## config.mk

```make
export PLATFORM = sky130hd
export DESIGN_NAME = fetch_unit
export DESIGN_NICKNAME = d
export VERILOG_FILES = /design/src/rtl/fetch_unit.sv
export SDC_FILE = /design/constraint.sdc
export NUM_CORES = 1
export LEC_CHECK = 0
export ABC_AREA = 1
export CAP_MARGIN = 15
export CORE_ASPECT_RATIO = 0.6
export CORE_MARGIN = 8
export CORE_UTILIZATION = 44
export DETAILED_ROUTE_END_ITERATION = 8
export HOLD_SLACK_MARGIN = 0.06
export PLACE_DENSITY_LB_ADDON = 0.1
export RECOVER_POWER = 50
export SYNTH_ARGS = -nofsm -noshare
export SYNTH_HDL_FRONTEND = slang
export SYNTH_SLANG_ARGS = --single-unit
```

## constraint.sdc

```tcl
create_clock -name CLK -period 1.9 [get_ports CLK]
set_clock_uncertainty 0.1 [all_clocks]
set_input_delay 0.38 -clock CLK [delete_from_list [all_inputs] [get_ports CLK]]
set_output_delay 0.38 -clock CLK [all_outputs]
set_load 0.02 [all_outputs]
```

## src/rtl/fetch_unit.sv

```systemverilog
// Instruction-fetch stage with IF/ID pipeline register: PC, icache handshake, redirect and halt.
// Optional FETCH_PERF_CNT_EN adds fetch_count / stall_count performance counters.
module fetch_unit #(
   parameter logic [31:0] PC_INIT = 32'h0000_0000
) (
   input  logic        CLK,
   input  logic        RST,
   input  logic        ihit,
   input  logic [31:0] imemload,
   output logic        iREN,
   output logic [31:0] imemaddr,
   input  logic [2:0]  PCsrc,
   input  logic        zero,
   input  logic [31:0] rs_data,
   input  logic        stall,
   input  logic        halt,
   output logic [31:0] instr_id,
   output logic [31:0] npc_id,
   output logic [31:0] pc,
`ifdef FETCH_PERF_CNT_EN
   output logic [31:0] fetch_count,
   output logic [31:0] stall_count,
`endif
   output logic        halted
);

   typedef enum logic {RUN, HALTED} state_t;

   state_t      state;
   logic [31:0] pc_plus4;
   logic [31:0] jtarget;
   logic [31:0] btarget;
   logic [31:0] target;
   logic        redirect;

   assign pc_plus4 = pc + 32'd4;
   assign jtarget  = {npc_id[31:28], instr_id[25:0], 2'b00};
   assign btarget  = npc_id + {{14{instr_id[15]}}, instr_id[15:0], 2'b00};

   // NOTE: every combinational output gets a default first so no path leaves it unassigned (no latch).
   always_comb begin
      redirect = 1'b0;
      target   = rs_data;
      case (PCsrc)
         3'd1: begin redirect = 1'b1;  target = rs_data; end
         3'd2: begin redirect = 1'b1;  target = jtarget; end
         3'd3: begin redirect = zero;  target = btarget; end
         3'd4: begin redirect = !zero; target = btarget; end
         default: ;
      endcase
   end

   // NOTE: sequential state uses non-blocking assignments so all flops update together at the edge.
   always_ff @(posedge CLK) begin
      if (RST) begin
         state    <= RUN;
         pc       <= PC_INIT;
         instr_id <= 32'd0;
         npc_id   <= 32'd0;
      end else if (state == RUN) begin
         if (halt) begin
            state <= HALTED;
         end else if (stall) begin
            // hold; a pending redirect is seen again next cycle from the held instr_id
         end else if (redirect) begin
            pc       <= target;
            instr_id <= 32'd0;
            npc_id   <= 32'd0;
         end else if (ihit) begin
            pc       <= pc_plus4;
            instr_id <= imemload;
            npc_id   <= pc_plus4;
         end
      end
   end

`ifdef FETCH_PERF_CNT_EN
   always_ff @(posedge CLK) begin
      if (RST) begin
         fetch_count <= 32'd0;
         stall_count <= 32'd0;
      end else if (state == RUN) begin
         if (!halt && !stall && !redirect && ihit)
            fetch_count <= fetch_count + 32'd1;
         if (stall || (iREN && !ihit))
            stall_count <= stall_count + 32'd1;
      end
   end
`endif

   assign iREN     = (state == RUN);
   assign halted   = (state == HALTED);
   assign imemaddr = pc;

endmodule

```

# --- Word level (Yosys, flattened, before mapping) ---
# Index checks and enable logic that the tools add are counted.
# W data, S select, Z words.
totals:
  regBits: 97
  latchBits: 0
  ram_bits: 0
  mem_bits_ro: 0
  in_bits: 73
  output_inout_bits: 130
  memories: 0
op_classes:
  addsub: 2
  n_mul: 0
  div_mod_pow: 0
  magnitude_cmp: 0
  eq_ne: 4
  shift: 0
  mux: 9
  n_bitwise: 3
  n_reduce_logical: 5
ops:
  columns: ["operator", "n"]
  rows:
  - ["$mux W32", 5]
  - ["$pmux W32 S2", 1]
  - ["$add A32 B3 Y32 const B", 1]
  - ["$add A32 B32 Y32", 1]
  - ["$eq A3 B2 Y1 const B", 2]
  - ["$reduce_and A4 Y1", 1]
  - ["$reduce_or A2 Y1", 2]
  - ["$eq A3 B1 Y1 const B", 1]
  - ["$eq A3 B3 Y1 const B", 1]
  - ["$not A1 Y1", 3]
  - ["$pmux W1 S3", 1]
  - ["$mux W1", 2]
  - ["$reduce_bool A2 Y1", 1]
  - ["$logic_not A1 Y1", 1]

# --- Logic depth before layout (Yosys ltp) ---
# Gate-level depths: netlist of the first run.
logic_depth:
  word_depth: 5
  mapped_depth: 15
  ltp_nobuf: 15

# --- Least setup slack after synthesis of the first run ---
# No wires, ideal clock.
synth_path:
  path_type: "register -> register"
  startpoint: "reg instr_id[15]"
  endpoint: "reg pc[31], in the netlist imemaddr[31]"
  arrival_ps: 2082
  t_required_ps: 1730
  setup_slack_ps: -352
  stages_incl_launch_ff: 13
  path_buffers: 0
  path_cell_list: "dfxtp_1 ha_1 nand2_1 inv_1 a21oi_1 nand2_1 a21oi_1 nand2_1 nand2_1 nand3_1 nand2_1 nand2_1 a21oi_1"
synth_via:
  elab_chain_len: 3
synth_lines:
  columns: ["item", "line_no", "text"]
  rows:
  - ["start: declaration", "17", "output logic [31:0] instr_id,"]
  - ["start signal: assignment", "71", "instr_id <= imemload;"]
  - ["$add A32 B32 Y32", "38", "assign btarget = npc_id + {{14{instr_id[15]}}, instr_id[15:0], 2'b00};"]
  - ["$pmux W32 S2", "44", "case (PCsrc)"]
  - ["$mux W32", "65", "end else if (redirect) begin"]
  - ["end signal: assignment", "66", "pc <= target;"]
  - ["end signal: assignment", "70", "pc <= pc_plus4;"]
  - ["end: declaration", "19", "output logic [31:0] pc,"]
# No other way between the ends.
# A chain may end at the register's enable or synchronous reset.

# --- Worst setup path after layout of the first run ---
layout_path:
  startpoint: "reg npc_id[11]"
  endpoint: "reg pc[12], in the netlist imemaddr[12]"
layout_via:
  elab_chain_len: 3
layout_lines:
  columns: ["item", "line_no", "text"]
  rows:
  - ["start: declaration", "18", "output logic [31:0] npc_id,"]
  - ["start signal: assignment", "72", "npc_id <= pc_plus4;"]
  - ["$add A32 B32 Y32", "38", null]
  - ["$pmux W32 S2", "44", null]
  - ["$mux W32", "65", null]
# No other way between the ends.

==> impl.org, run 1 <==
** Critical path
- The critical path contains buffers and inverters numbering 2 combined.
- Instance count on the critical path :: 10
- Setup crit start kind :: flop
- Setup slack on the worst reg-to-reg path comes out at -0.40 ns.
- CP Data Required Time :: 2.10 ns
- Data arrival time at the worst-slack endpoint :: ~2.5 ns
- Biggest fanout along the worst timing path :: 4
- Walking the worst path, the cells encountered are ha_4 > a21oi_4 > buf_4 > o21ai_4 > inv_2 > nand3_4 > xnor2_2 > o21ai_1 > nand2_1 > a21oi_2.
- Number of cells on the worst reg-to-reg path :: 10
- Class of the most critical setup path :: flop to flop
- The endpoint identified for the worst register-to-register timing path is imemaddr[12]$_SDFFE_PP0P_.
- In this run the worst setup path terminates at imemaddr[12]$_SDFFE_PP0P_.
- Critical Path Slowest Stage Cell :: dfxtp_1
- Timing startpoint of the critical path :: npc_id[11]$_SDFFE_PP0P_
- FF-to-FF Start :: npc_id[11]$_SDFFE_PP0P_
- Maximum single-stage delay on the critical path :: 0.44 ns
- On the critical path the largest part of the delay comes from compound AO/OA/AOI/OAI gates.
- STA classifies the critical path endpoint as a flop.

** Run status
- The final reports fail on setup timing.
- Status :: complete, but fails checks

** Floorplanning
- The core region is 15460 µm².
- Area enclosed by the die boundary :: between 20000 and 25000 µm²
- Width of the die :: 178.7 µm
- 203 I/O pins were placed.
- Die H :: about 110 µm
- Starting Density :: 45.19%
- Std-Cell Rows :: 35

** Power and ir drop
- Combinational cells account for 29.7% of the total power.
- Reported net switching power :: 2.062 mW
- Across the VDD grid, the largest voltage drop is 496.3 µV.
- Of the total power, the clock network draws 32.5%.
- Internal power comes to 3.824 mW.
- For this design the ratio of total power to cell area is about 460 nW/µm².
- Cell leakage power :: 6.052 nW
- Summing internal, switching and leakage power gives 5.886 mW.
- Power share of the sequential group :: 37.8%
- Net switching is 35.03% of the power.

** Clock network
- Total clock sinks :: 97
- TritonCTS built the clock tree.
- Clock slew at the register clock pins of the worst setup and hold paths :: 0.08 ns
- Clock buffers created by TritonCTS :: 9
- Source-to-sink clock delay at the later pin of the worst-skew pair :: 0.37 ns
- Buffers from clock root to sink, at most :: 2
- H-tree levels :: 3
- Clock root buffer master :: clkbuf_16
- Hold buffers post-CTS :: 0

** Place
- Total placed cells including tap cells :: 1692
- Input/output buffers :: 202
- The wire-length estimate of the detail-placed layout is between 20000 and 25000 µm.
- At the end of routability-driven placement, the weighted congestion stood at 0.9695.

** Finish
- The count of cells in the finished layout, fillers not included, comes to 1739.
- Reg area :: 1952 µm²
- Compared with the post-synthesis result, the final layout area differs by 83.09%.
- Of the cells placed in the final design, the portion with a size suffix greater than 1 is 38.54%.
- Final core area utilization :: 82.74%
- Number of fill cells :: 1067
- The multi-input combinational cells in the finished layout cover a total of between 5000 and 6000 µm².
- 0 antenna diodes ended up in the layout.
- NumNets Final :: around 1600

** Logic synthesis
- The mapped netlist covers 6985 µm².
- Top cells by instance count after synthesis :: nand2_1, inv_1, a21oi_1
- Averaged over all synthesized cells, the footprint is 6.085 µm².
- In this run, synthesis inferred 0 flip-flops with an integrated enable.
- The share of the Yosys chip area taken by registers is 27.80%.
- The number of nets handed over by synthesis was 1252.
- Most frequently used flop master after synthesis :: dfxtp_1
- Largest cells by area after synthesis :: dfxtp_1, nand2_1, a21oi_1
- Gate Count Post-Synth :: around 1100
- Counting flops and latches in the post-synthesis netlist gives 97.
- After synthesis, the netlist uses 35 different library cells.
- Of the post-synthesis cell area, the dominant cell type holds 27.80%.
- Yosys warning total :: 0
- The largest total area in the synthesized netlist belongs to dfxtp_1.
- Share of synthesized flip-flops with an asynchronous set or reset :: 0%
- Most instantiated library cell after synthesis :: nand2_1

** STA
- Worst hold slack :: 0.3031 ns
- Count of endpoints failing setup in the final report :: 34
- The count of final hold-check violations was 0.
- Timing would allow up to 435.1 MHz.
- The final critical path takes up 121.0% of the cycle.
- Worst-case headroom to the max-slew limit :: 71.37%
- The worst path in the final design needs a cycle of 2.298 ns, including I/O delays and setup.
- RSZ-0062 raised after global routing :: true
- After layout, the worst setup slack is -0.3983 ns.
- The final-report max-slew violation count came to 0.
- Measured slew at the worst slew-check pin :: 0.4294 ns

** Global route
- In the global route stage, met3 resource usage came out at 8.017%.
- The first global-routing pass estimated 51380 µm of wire.
- Met2 capacity usage during global routing :: between 40% and 50%
- Met1 routing resource usage after global routing :: 42.90%
- The global routing stage identified its most utilized layer as met2.
- Total overflow reported by the global router :: 0
- Pin count of the biggest net entering global routing :: 45
- Via count of the first global-routing pass :: between 9000 and 10000
- Number of antenna violations at the first check in global routing :: 0
- GRT Resource Usage Total :: 32.14%

** Drt
- DR DRC count :: 0
- Dividing the detail-routed via count by the number of cells gives 5.868.
- Routed WL per cell :: 21.80 µm
- The detailed router finished its first iteration with 1146 violations.
- In this run the remaining antenna-violating nets after routing total 0.
- Before antenna repair, the detailed router went through 6 iterations.
- Routed wire length :: 37920 µm
- The final route contains 10200 vias.

** Run
- Max-cap viol count :: 0

** Hold path
- Hold/Removal Path Class :: input pin to flop
-- kinds of logic after synthesis --
kind of cell / count (synthesis) / share of synthesized area (%)
DFF: 97 / 27.80
and+or+nand+nor: 600 / 35.39
adders and majority gates: 31 / 5.660
AOI/OAI and AO/OA: 230 / 18.27
xor gates and xnor gates: 7 / 0.8777
buffers and inverters: 183 / 12.00
-- power by group through the flow --
stage	registers (mW)	logic, mW	clock network, mW
after CTS	2.22	1.57	1.86
after detailed placement	2.25	1.48	0
after floorplan	2.34	0.554	0
after global placement	2.25	1.47	0
after global routing	2.23	1.83	1.97
final	2.22	1.75	1.91
-- stage by stage --
stage	area [µm²]	TNS, ns	setup slack [ns]
6_report	12790	-5.106	-0.3983
5_1_grt	12790	-9.274	-0.4520
4_1_cts	11940	-1.388	-0.1784
3_5_place_dp	10620	-42.37	-0.6138
3_3_place_gp	10620	-38.62	-0.6234
2_1_floorplan	7082	0	0.0007772
-- registers in the layout, summed over array words and instances, names as in the netlist --
name and flops:
halted 1, imemaddr 32, instr_id 32, npc_id 32
-- cell usage in the layout, fill, tap and decap left out, types with 11 or more instances in the layout --
cell type,count
nand2_2,67
a22oi_1,27
o21ai_1,21
dfxtp_1,93
ha_4,29
a21oi_4,11
inv_1,84
buf_6,21
a21oi_2,32
nand4_1,11
dlygate4sd2_1,101
buf_4,178
nand2_1,275
nand3_2,25
clkdlybuf4s50_1,90
nand3_1,38
clkbuf_4,12
a21oi_1,63
inv_2,26
nand2_4,28
clkbuf_1,19
nor2_2,29
nor2_4,24
o21ai_0,39
o21ai_2,14
nor2_1,49
-- final cells by class --
| cell class | count | share of cell area, % |
|---|---|---|
| clock buffer | 9 | 1.761 |
| clock inverter | 7 | 0.4696 |
| inverter | 114 | 3.444 |
| multi-input combinational | 868 | 46.89 |
| sequential | 97 | 15.26 |
| tap | 203 | 1.986 |
| timing repair buffer | 441 | 30.19 |
-- worst min-delay path by stage --
stage                                    from                   endpoint  slack (ns)  cells after the start
finish                                    RST          halted$_SDFF_PP0_        0.30                      2
global route                              RST  instr_id[28]$_SDFFE_PP0P_        0.31                      2
CTS                                       RST          halted$_SDFF_PP0_        0.30                      2
detailed placement  instr_id[28]$_SDFFE_PP0P_  instr_id[28]$_SDFFE_PP0P_        0.36                      2
global placement    instr_id[26]$_SDFFE_PP0P_  instr_id[26]$_SDFFE_PP0P_        0.35                      2
floorplan                                halt          halted$_SDFF_PP0_        0.41                      2
-- timing repair --
| action | 4_1_cts | 5_1_grt |
|---|---|---|
| setup endpoints to repair | 181 | 83 |
| setup buffers | 9 | 21 |
| pin swaps | 70 | 109 |
| gates resized for setup | 349 | 268 |
| cloned | 4 | 0 |
-- layer usage --
layer / vias up / routed length [µm] / share of wire [%]
met5: - / 35 / 0.092
met4: 2 / 2059 / 5.4
met3: 176 / 4407 / 12
met2: 716 / 16420 / 43
met1: 4800 / 15000 / 40
li1: 4510 / - / -
Power figures use the tool's default switching activity.
==> inputs of run 2 (changes only) <==
--- a/config.mk
+++ b/config.mk
@@ -9,8 +9,10 @@
 export CAP_MARGIN = 15
 export CORE_ASPECT_RATIO = 0.6
 export CORE_MARGIN = 8
-export CORE_UTILIZATION = 44
+export CORE_UTILIZATION = 45
+export CTS_BUF_LIST = sky130_fd_sc_hd__clkbuf_4
 export DETAILED_ROUTE_END_ITERATION = 8
+export GPL_TIMING_DRIVEN = 0
 export HOLD_SLACK_MARGIN = 0.06
 export PLACE_DENSITY_LB_ADDON = 0.1
 export RECOVER_POWER = 50
==> impl.org, run 2 (synthesis results as in run 1) <==
** Clock network
- The number of hold-repair buffers added at the cts stage came to 0 (unchanged).
- Buffers from clock root to sink, at most :: 2 (unchanged)
- The number of H-tree branching levels came to 3 (unchanged).
- Clock buffers created by TritonCTS :: 9 (unchanged)
- Source-to-sink clock delay at the later pin of the worst-skew pair :: 0.47 ns (+0.10 ns)
- Clock root buffer master :: clkbuf_4
- Total clock sinks :: 97 (unchanged)
- TritonCTS clock tree :: done
- The clock transition at the registers of the reported paths came to 0.18 ns (+0.10 ns).

** STA
- The max-slew headroom at the worst pin was 41.75% (-30 points).
- The highest clock frequency the design can meet came to 449.2 MHz (+3.2%).
- Measured slew at the worst slew-check pin :: 0.8738 ns (+0.4444 ns)
- The final count of negative-setup-slack endpoints came to 25 (-26%).
- Period Utilization, post-route :: 117.2% (-3.8 points)
- The count of final hold-check violations is 0 (unchanged).
- Setup repair after global routing could not meet its margin everywhere.
- Final period demand of the worst path :: 2.226 ns (-0.07232 ns)
- Total Negative Setup Slacks :: -4.422 ns (+0.6839 ns)
- The final-report max-slew violation count is 0 (unchanged).
- Final worst setup slack :: -0.3259 ns (+0.07232 ns)

** Global route
- Pin count of the biggest net entering global routing :: 20 (-56%)
- The wire length of the first global-routing pass is 47960 µm (-6.7%).
- Number of antenna violations at the first check in global routing :: 0 (unchanged)
- GRT Resource Usage Total :: 30.44% (-1.7 points)
- Via count of the first global-routing pass :: 8637 (-8.2%)
- Total overflow reported by the global router :: 0 (unchanged)

** Power and ir drop
- Power share of the sequential group :: 46.2% (+8.4 points)
- Maximum ir drop on the vdd rail :: 468.6 µV (-5.6%)
- Proportion of power drawn by the clock network :: 23.5% (-9.0 points)
- The standby leakage power came to 5.430 nW (-10%).
- The overall power of the completed layout was 4.872 mW (-17%).
- The switching power share of the total came to 37.22% (+2.2 points).
- Portion of total power attributed to combinational logic :: 30.3% (+0.6 points)
- The internal power is 3.059 mW (-20%).
- The net load switching power came to 1.813 mW (-12%).
- Power per Cell Area :: 427.3 nW/µm² (-7.1%)

** Floorplanning
- Core Box Area :: 15280 µm² (-1.1%)
- The die outline width was 176.8 µm (-1.0%).
- The die extent in y was 112.5 µm (-0.96%).
- The number of placement rows came to 35 (unchanged).
- Starting Density :: 45.71% (+0.52 points)
- Area enclosed by the die boundary :: 19900 µm² (-2.0%)
- The number of top-level pins was 203 (unchanged).

** Run
- The number of maximum-capacitance constraint violations is 0 (unchanged).

** Finish
- Number of standard cells in the final layout excluding fillers :: 1626 (-6.5%)
- The area growth from synthesis to layout is 63.21%.
- The layout net count is 1522 (-6.9%).
- The final design utilization is 74.60% (-8.1 points).
- Diodes inserted :: 0 (unchanged)
- The library cells used most frequently in the layout, excluding fill and tap cells, are nand2_1, dlygate4sd2_1, inv_1.
- Most frequent standard cell in the layout excluding fill and tap cells :: nand2_1
- Share of post-route cells with drive strength above 1 :: 32.26% (-6.3 points)

** Critical path
- Biggest fanout along the worst timing path :: 6 (+2)
- The data required time of the critical path was 2.18 ns (+0.08 ns).
- The worst setup path is launched from a flop.
- The critical path in this run is classified as flop to flop.
- Timing startpoint of the critical path :: instr_id[15]$_SDFFE_PP0P_
- The worst register-to-register path begins at instr_id[15]$_SDFFE_PP0P_.
- The critical path arrival came to 2.50 ns (about the same).
- STA classifies the critical path endpoint as a flop.

** Place
- Total placed cells including tap cells :: 1552 (-8.3%)
- Post-DP HPWL :: 23480 µm (-5.2%)
- Worst slack at placement :: -0.9320 ns (-0.3182 ns)
- Input/output buffers :: 201 (-0.50%)
- Gp weighted congestion :: 0.9989 (+3.0%)

** Drt
- The wire length after detailed routing is 32820 µm (-13%).
- DR DRC count :: 0 (unchanged)
- The via density per instance was 5.777 (-1.5%).
- The first-pass iteration count of the detailed router is 6 (unchanged).
- Iteration-0 DRC count of the detailed router :: 1145 (-0.087%)
- The post-detailed-route wirelength per cell is 20.18 µm (-7.4%).
- The vias after detailed routing was 9394 (-7.9%).
- The count of nets left with antenna violations after detail routing came to 0 (unchanged).

** Hold path
- Hold path start :: imemload[10]
- The path class of the tightest hold or removal check is input pin to flop.

** Run status
- The checks that failed: setup timing.
- Status :: complete, but fails checks
-- run 2: cell types whose count changed in the layout (fill, tap and decap cells not counted), sizes merged --
cell / before / now
buf: 213 / 115
dlygate4sd2: 101 / 128
clkdlybuf4s50: 90 / 68
clkbuf: 43 / 25
bufbuf: 1 / 0
clkdlybuf4s25: 1 / 0
clkinv: 2 / 3
inv: 118 / 117
-- run 2: worst paths after layout --
path                                     to  slack [ns]  cells after the start
setup / recovery  imemaddr[25]$_SDFFE_PP0P_       -0.33                     14
hold / removal    instr_id[10]$_SDFFE_PP0P_        0.32                      3
setup reg to reg  imemaddr[25]$_SDFFE_PP0P_       -0.33                     14
hold reg to reg   instr_id[30]$_SDFFE_PP0P_        0.38                      2
-- run 2: through the flow --
stage	hold WS, ns	cell area, µm²
floorplan	0.4056	7082
global placement	0.3511	9348
detailed placement	0.3606	9348
CTS	0.3078	10710
global route	0.3225	11400
finish	0.3179	11400
-- run 2: power by group through the flow --
stage	Combinational [mW]	Sequential [mW]	Clock, mW
2_1_floorplan	0.554	2.34	0
3_3_place_gp	1.23	2.29	0
3_5_place_dp	1.24	2.29	0
4_1_cts	1.35	2.25	1.14
5_1_grt	1.56	2.26	1.22
6_report	1.48	2.25	1.14
-- run 2: repair_timing --
item | CTS | global route
setup endpoints to repair | 225 | 90
pin swaps | 71 | 53
buffers inserted | 37 | 23
resized for setup | 445 | 160
-- run 2: final cells by class --
class / instances / area, µm²
well taps: 203 / 254.0
inverters: 114 / 444.2
fillers: 1216 / 3882
repair buffers: 260 / 2380
multi-input cells: 868 / 5622
plain buffers: 68 / 490.5
clock inverters: 7 / 70.07
clock buffers: 9 / 67.56
flip-flops and latches: 97 / 2073
-- run 2: critical path, cell delays in order, from the launching register on --
cell and delay, ns:
dfxtp_4 0.43, buf_8 0.16, ha_4 0.32, nand2_4 0.08, inv_4 0.08, nand3_4 0.11
buf_6 0.16, nor3_4 0.20, nand2_4 0.09, nand2_1 0.06, nand2_1 0.05, nand3_1 0.09
nand2_1 0.07, nand2_1 0.08, nand2_1 0.06
-- run 2: per-layer routing --
layer	wire [µm]	vias to the layer above	global-route usage [%]
li1	-	4292	-
met1	13920	4337	43.41
met2	13510	657	44.22
met3	4169	108	7.308
met4	1219	0	9.258
met5	0	-	0
